## config.mk

```make
export PLATFORM = sky130hd
export DESIGN_NAME = reorder_buffer
export DESIGN_NICKNAME = d
export VERILOG_FILES = /design/src/rtl/reorder_buffer.sv
export SDC_FILE = /design/constraint.sdc
export NUM_CORES = 1
export LEC_CHECK = 0
export ABC_AREA = 1
export BUFFER_PORTS_ARGS = -buffer_cell sky130_fd_sc_hd__buf_2
export CORE_UTILIZATION = 35
export CTS_CLUSTER_DIAMETER = 40
export CTS_CLUSTER_SIZE = 16
export DETAILED_ROUTE_END_ITERATION = 10
export PLACE_DENSITY_LB_ADDON = 0.1
export SYNTH_ARGS = -nofsm -noshare
export SYNTH_HDL_FRONTEND = slang
export SYNTH_SLANG_ARGS = --single-unit
```

## constraint.sdc

```tcl
create_clock -name clk -period 4.95 [get_ports clk]
set_input_delay 0.99 -clock clk [delete_from_list [all_inputs] [get_ports clk]]
set_output_delay 0.99 -clock clk [all_outputs]
set_load 0.01 [all_outputs]
```

## src/rtl/reorder_buffer.sv

```systemverilog
// 16-entry circular reorder buffer: tag allocation, CDB capture, operand lookup, in-order retire, mispredict flush.
// Optional ROB_BYPASS_EN: operand lookup also forwards the current-cycle CDB broadcast.
module reorder_buffer #(
  parameter int DEPTH = 16,
  parameter int TAG_W = 4
) (
  input  logic             clk,
  input  logic             rst_n,
  input  logic             rdy,
  input  logic             issue_valid,
  input  logic [4:0]       issue_rd,
  input  logic             issue_is_branch,
  input  logic             issue_pred_taken,
  input  logic [31:0]      issue_alt_pc,
  output logic [TAG_W-1:0] issue_pos,
  output logic             full,
  input  logic             cdb_valid,
  input  logic [TAG_W-1:0] cdb_pos,
  input  logic [31:0]      cdb_val,
  input  logic [TAG_W-1:0] q1_pos,
  input  logic [TAG_W-1:0] q2_pos,
  output logic             q1_ready,
  output logic             q2_ready,
  output logic [31:0]      q1_val,
  output logic [31:0]      q2_val,
  output logic             commit_valid,
  output logic [4:0]       commit_rd,
  output logic [31:0]      commit_val,
  output logic [TAG_W-1:0] commit_pos,
  output logic             flush,
  output logic [31:0]      flush_pc
);

  localparam logic [TAG_W:0] CNT_FULL = (TAG_W+1)'(DEPTH);
  localparam logic [TAG_W:0] CNT_ONE  = (TAG_W+1)'(1);
  localparam logic [TAG_W-1:0] TAG_ONE = TAG_W'(1);

  logic [DEPTH-1:0] busy, ready_q, busy_nx, ready_nx;
  logic [4:0]       rd_q   [DEPTH];
  logic [31:0]      val_q  [DEPTH];
  logic [31:0]      alt_q  [DEPTH];
  logic             br_q   [DEPTH];
  logic             pred_q [DEPTH];

  logic [TAG_W-1:0] head, tail;
  logic [TAG_W:0]   count;
  logic             commit_now, flush_now, issue_now, cdb_now;

  assign full       = (count == CNT_FULL);
  assign issue_pos  = tail;
  assign commit_now = rdy && (count != '0) && ready_q[head];
  assign flush_now  = commit_now && br_q[head] && (val_q[head][0] != pred_q[head]);
  assign issue_now  = rdy && issue_valid && !full && !flush_now;
  assign cdb_now    = rdy && cdb_valid && busy[cdb_pos];

  // Flush wins over every per-entry update so nothing younger survives a mispredict.
  always_comb begin
    busy_nx  = busy;
    ready_nx = ready_q;
    if (cdb_now) ready_nx[cdb_pos] = 1'b1;
    if (issue_now) begin
      busy_nx[tail]  = 1'b1;
      ready_nx[tail] = 1'b0;
    end
    if (commit_now) begin
      busy_nx[head]  = 1'b0;
      ready_nx[head] = 1'b0;
    end
    if (flush_now) begin
      busy_nx  = '0;
      ready_nx = '0;
    end
  end

  always_ff @(posedge clk or negedge rst_n) begin
    if (!rst_n) begin
      busy    <= '0;
      ready_q <= '0;
      head    <= '0;
      tail    <= '0;
      count   <= '0;
    end else begin
      busy    <= busy_nx;
      ready_q <= ready_nx;
      if (flush_now) begin
        head  <= '0;
        tail  <= '0;
        count <= '0;
      end else begin
        if (commit_now) head <= head + TAG_ONE;
        if (issue_now)  tail <= tail + TAG_ONE;
        if (issue_now && !commit_now)      count <= count + CNT_ONE;
        else if (commit_now && !issue_now) count <= count - CNT_ONE;
      end
    end
  end

  // Payloads are qualified by busy/ready, so they need no reset.
  always_ff @(posedge clk) begin
    if (issue_now) begin
      rd_q[tail]   <= issue_rd;
      br_q[tail]   <= issue_is_branch;
      pred_q[tail] <= issue_pred_taken;
      alt_q[tail]  <= issue_alt_pc;
    end
    if (cdb_now) val_q[cdb_pos] <= cdb_val;
  end

  always_ff @(posedge clk or negedge rst_n) begin
    if (!rst_n) begin
      commit_valid <= 1'b0;
      commit_rd    <= '0;
      commit_val   <= '0;
      commit_pos   <= '0;
      flush        <= 1'b0;
      flush_pc     <= '0;
    end else begin
      commit_valid <= commit_now;
      flush        <= flush_now;
      if (commit_now) begin
        commit_rd  <= flush_now ? 5'd0 : rd_q[head];
        commit_val <= val_q[head];
        commit_pos <= head;
      end
      if (flush_now) flush_pc <= alt_q[head];
    end
  end

  always_comb begin
    q1_ready = busy[q1_pos] && ready_q[q1_pos];
    q1_val   = val_q[q1_pos];
    q2_ready = busy[q2_pos] && ready_q[q2_pos];
    q2_val   = val_q[q2_pos];
`ifdef ROB_BYPASS_EN
    if (cdb_valid && (cdb_pos == q1_pos) && busy[q1_pos]) begin
      q1_ready = 1'b1;
      q1_val   = cdb_val;
    end
    if (cdb_valid && (cdb_pos == q2_pos) && busy[q2_pos]) begin
      q2_ready = 1'b1;
      q2_val   = cdb_val;
    end
`else
`endif
  end

endmodule
```

==> implementation parameters <==
Parameter                              Value

Critical path
  Register-to-register setup slack ... 1.26 ns
  Depth of the worst register-to-register path ... 12
  Worst path required time ... 3.96 ns
  Worst path bufs/invs ... 4
  Kind of cell adding the most delay to the critical path ... compound AO/OA/AOI/OAI gates
  Origin of the critical flop-to-flop path ... head[2]
  Worst r2r dst ... alt_q[10][31]
  Capture point of the critical path ... q1_ready
  Data arrival time of the critical path ... 3.04 ns
  Worst path slowest cell ... buf_12
  Critical path, cell by cell ... buf_8, buf_12, o21ai_0, a22o_1, o21ai_0, inv_1, buf_2
  CP Launch Point ... q1_pos[0]
  Stages on the worst setup path ... 7
  Kind of start point of the critical path ... input pin
  Sort of element at the end of the critical path ... primary output
  Cell repeated most along the worst path ... o21ai_0
  Delay of the slowest cell on the worst path ... 0.48 ns
  Highest fanout seen on the critical path ... 220
  Worst Setup Path Type ... input pin to primary output

Global routing
  First-pass GRT wire length ... 296000 µm
  Antenna violations before repair ... 18
  Final global-route overflow total ... 0
  Total Routing Usage GR ... 0.234
  Number of global-route vias before repair ... 43900
  Pin count of the biggest net entering global routing ... 235

Detailed routing
  Routed wire per std cell ... 24.4 µm
  Total detailed-routing wirelength ... 203000 µm
  Via Count ... 46100
  Detailed-router iteration count before antenna repair ... 6
  Initial DRC Count ... 4709
  Antenna viol nets, final ... 0
  DRC viols ... 0
  Vias per std cell ... 5.55

Power
  Net switching fraction of the power ... 0.351
  Sequential group share of total power ... 0.335
  Cell internal power dissipation ... 24800 µW
  Part of the total power dissipated in combinational logic ... 0.272
  Power density normalized to cell area ... 549 mW/mm²
  Clock network power share ... 0.393
  Net switching power ... 13400 µW
  P_leak ... 0.0251 µW
  Maximum vdd drop ... 0.530 mV

Synth
  Number of warnings printed during yosys synthesis ... 0
  Post-Synthesis Cells ... 5818
  Mean instance size in the synthesized netlist ... 10.1 µm²
  Post-synth design cell area ... 0.0587 mm²
  Fraction of registers with async set/reset ... 0.0955
  Post-synth top area share ... 0.581
  Synth Flop Type ... edfxtp_1
  Flip-flop and latch count after synthesis ... 1256
  Number of enable-type register cells in the synthesized netlist ... 1136
  Cell type contributing the most total cell area after synthesis ... edfxtp_1
  Net Count, Synth ... 5919
  Top area cells in the synthesized netlist ... edfxtp_1, o21ai_0, a21oi_1, dfrtp_1, nand2_1
  Netlist cell types ... 41
  Sequential cell area fraction in the yosys report ... 0.632

STA
  Unrepaired setup endpoints after global routing ... false
  Final-report setup violation count ... 0
  Relative slew slack ... 0.221
  Slew at the pin closest to its max-slew limit ... 1.17 ns
  Min Tclk post-route ... 4.03 ns
  Number of hold-slack violations in the final timing report ... 0
  Maximum operating frequency ... 248 MHz
  Clock tree skew after final layout ... 0.0351 ns
  Total negative slack ... 0 ns
  Crit share post-route ... 0.814
  Max Slew Vio Count ... 0

Floorplanning
  Number of rows in the core area ... 149
  Die Footprint ... 0.169 mm²
  Y dimension of the die ... 412 µm
  Die extent in x ... 412 µm
  Starting utilization of the core area ... 0.354
  I/O pin count ... 234
  Placeable Area ... 0.166 mm²

Finish
  Area taken by flip-flops and latches ... 0.0371 mm²
  Net count of the finished layout ... 6035
  Most frequent standard cell in the layout excluding fill and tap cells ... o21ai_0
  Post-layout instance count excluding filler cells ... 8311
  Fill cell total of the finished layout ... 15900
  Most frequent cells in the layout ... o21ai_0, edfxtp_1, nand2_1
  Synthesis-to-layout area growth ... 18.5%
  Fraction of layout instances using a drive strength above 1 ... 0.128
  Multi-input logic area ... 0.0184 mm²

CTS
  CTS Root Cell ... clkbuf_16
  Number of H-tree branching levels ... 4
  Inserted Clock Buffers ... 212
  Clock Sinks ... 1256
  Clk slew on worst S/H paths ... 0.06 ns
  TritonCTS clock tree ... yes
  Number of buffers added for setup after CTS ... 0
  Post-cts hold buffer count ... 0
  Post-cts resize count ... 0
  Buffer depth of the longest clock path ... 3
  Latest clock arrival within the worst-skew pair ... 0.83 ns

Job
  Maximum capacitance violations ... 0

Worst hold path
  Class of the tightest hold or removal check ... input pin to asynchronous set/reset pin

Placement
  Final weighted congestion of routability-driven global placement ... 0.840
  # placed instances ... 7909
  Post-detail-place hpwl ... 112000 µm
  Port Buffer Count ... 233

Run status
  Result of the run ... completed
[routing by layer]
metal  routed length (µm)  global-route usage  vias up
met2                97600               0.390     1795
met5                  116                   0        -
met1                86100               0.307    22600
met4                 6230              0.0807       18
li1                     -                   -    21300
met3                12900              0.0409      408
[cells in the mapped netlist, types with 2 or more instances]
library cell  number
a31oi_1           18
nand3_1          163
edfxtp_1        1136
clkbuf_1         304
o21ai_0         1227
inv_2             14
xnor2_1            2
a32o_1             9
ha_1              12
nor2_1           584
a32oi_1            4
inv_1            317
o22ai_1          137
a22o_1            20
nand4_1           10
clkinv_1           2
o211ai_1          17
nand3_2            7
clkbuf_2           2
nand2_1          685
buf_6             22
nor2_2             5
xor2_1             3
o21ai_1          103
a21oi_1          632
nor3_1             3
nand2_2            4
or2_0              2
o2111ai_1          2
o221ai_1         102
dfrtp_1          120
a22oi_1           14
buf_1             30
buf_4             22
buf_2             78
[cell families after synthesis]
kind of cell | synth area share
and+or+nand+nor | 0.0989
buffers and inverters | 0.0567
AOI/OAI and AO/OA | 0.209
DFF | 0.632
xor gates and xnor gates | 0.000746
adders and majority gates | 0.00290
[stage by stage]
| step | setup WS (ns) | instance area, µm² | util | total power [µW] | hold slack, ns |
|---|---|---|---|---|---|
| finish | 0.921 | 69600 | 0.420 | 38200 | 0.211 |
| global route | 0.841 | 69600 | 0.420 | 40100 | 0.230 |
| CTS | 0.984 | 69600 | 0.420 | 38600 | 0.193 |
| detailed placement | 0.982 | 62300 | 0.376 | 23500 | 0.469 |
| global placement | 0.945 | 62300 | 0.376 | 23400 | 0.463 |
| floorplan | 0.495 | 58700 | - | 19700 | 0.490 |
[state kept, by name, indices dropped and copies added (netlist names)]
signal,cells
alt_q,512
br_q,16
busy,16
commit_pos,4
commit_rd,5
commit_val,32
commit_valid,1
count,5
flush,1
flush_pc,32
head,4
issue_pos,4
pred_q,16
rd_q,80
ready_q,16
val_q,512
[cell type report]
type,instances,area share
inverter,333,0.0183
antenna,1,0.0000359
tap,2189,0.0393
clock buffer,246,0.0800
multi-input combinational,3770,0.264
clock inverter,155,0.0254
timing repair buffer,361,0.0395
sequential,1256,0.533
[worst min-delay path by stage]
stage | startpoint | slack, ns | to | depth (start not counted)
6_report | rst_n | 0.21 | flush_pc[12] | 1
5_1_grt | rst_n | 0.23 | flush_pc[12] | 1
4_1_cts | rst_n | 0.19 | flush_pc[5] | 1
3_5_place_dp | commit_val[7] | 0.47 | commit_val[7] | 2
3_3_place_gp | commit_val[7] | 0.46 | commit_val[7] | 2
2_1_floorplan | busy[13] | 0.49 | busy[13] | 2
[power groups by stage]
stage                     combinational [µW]  sequential (µW)  clock [µW]
after floorplan                         6820            12900           0
after global placement                 10400            13000           0
after detailed placement               10400            13000           0
after CTS                              10500            12800       15300
after global routing                   11500            12900       15700
final                                  10400            12800       15000
Note: power is estimated with default switching activity, not from simulation.
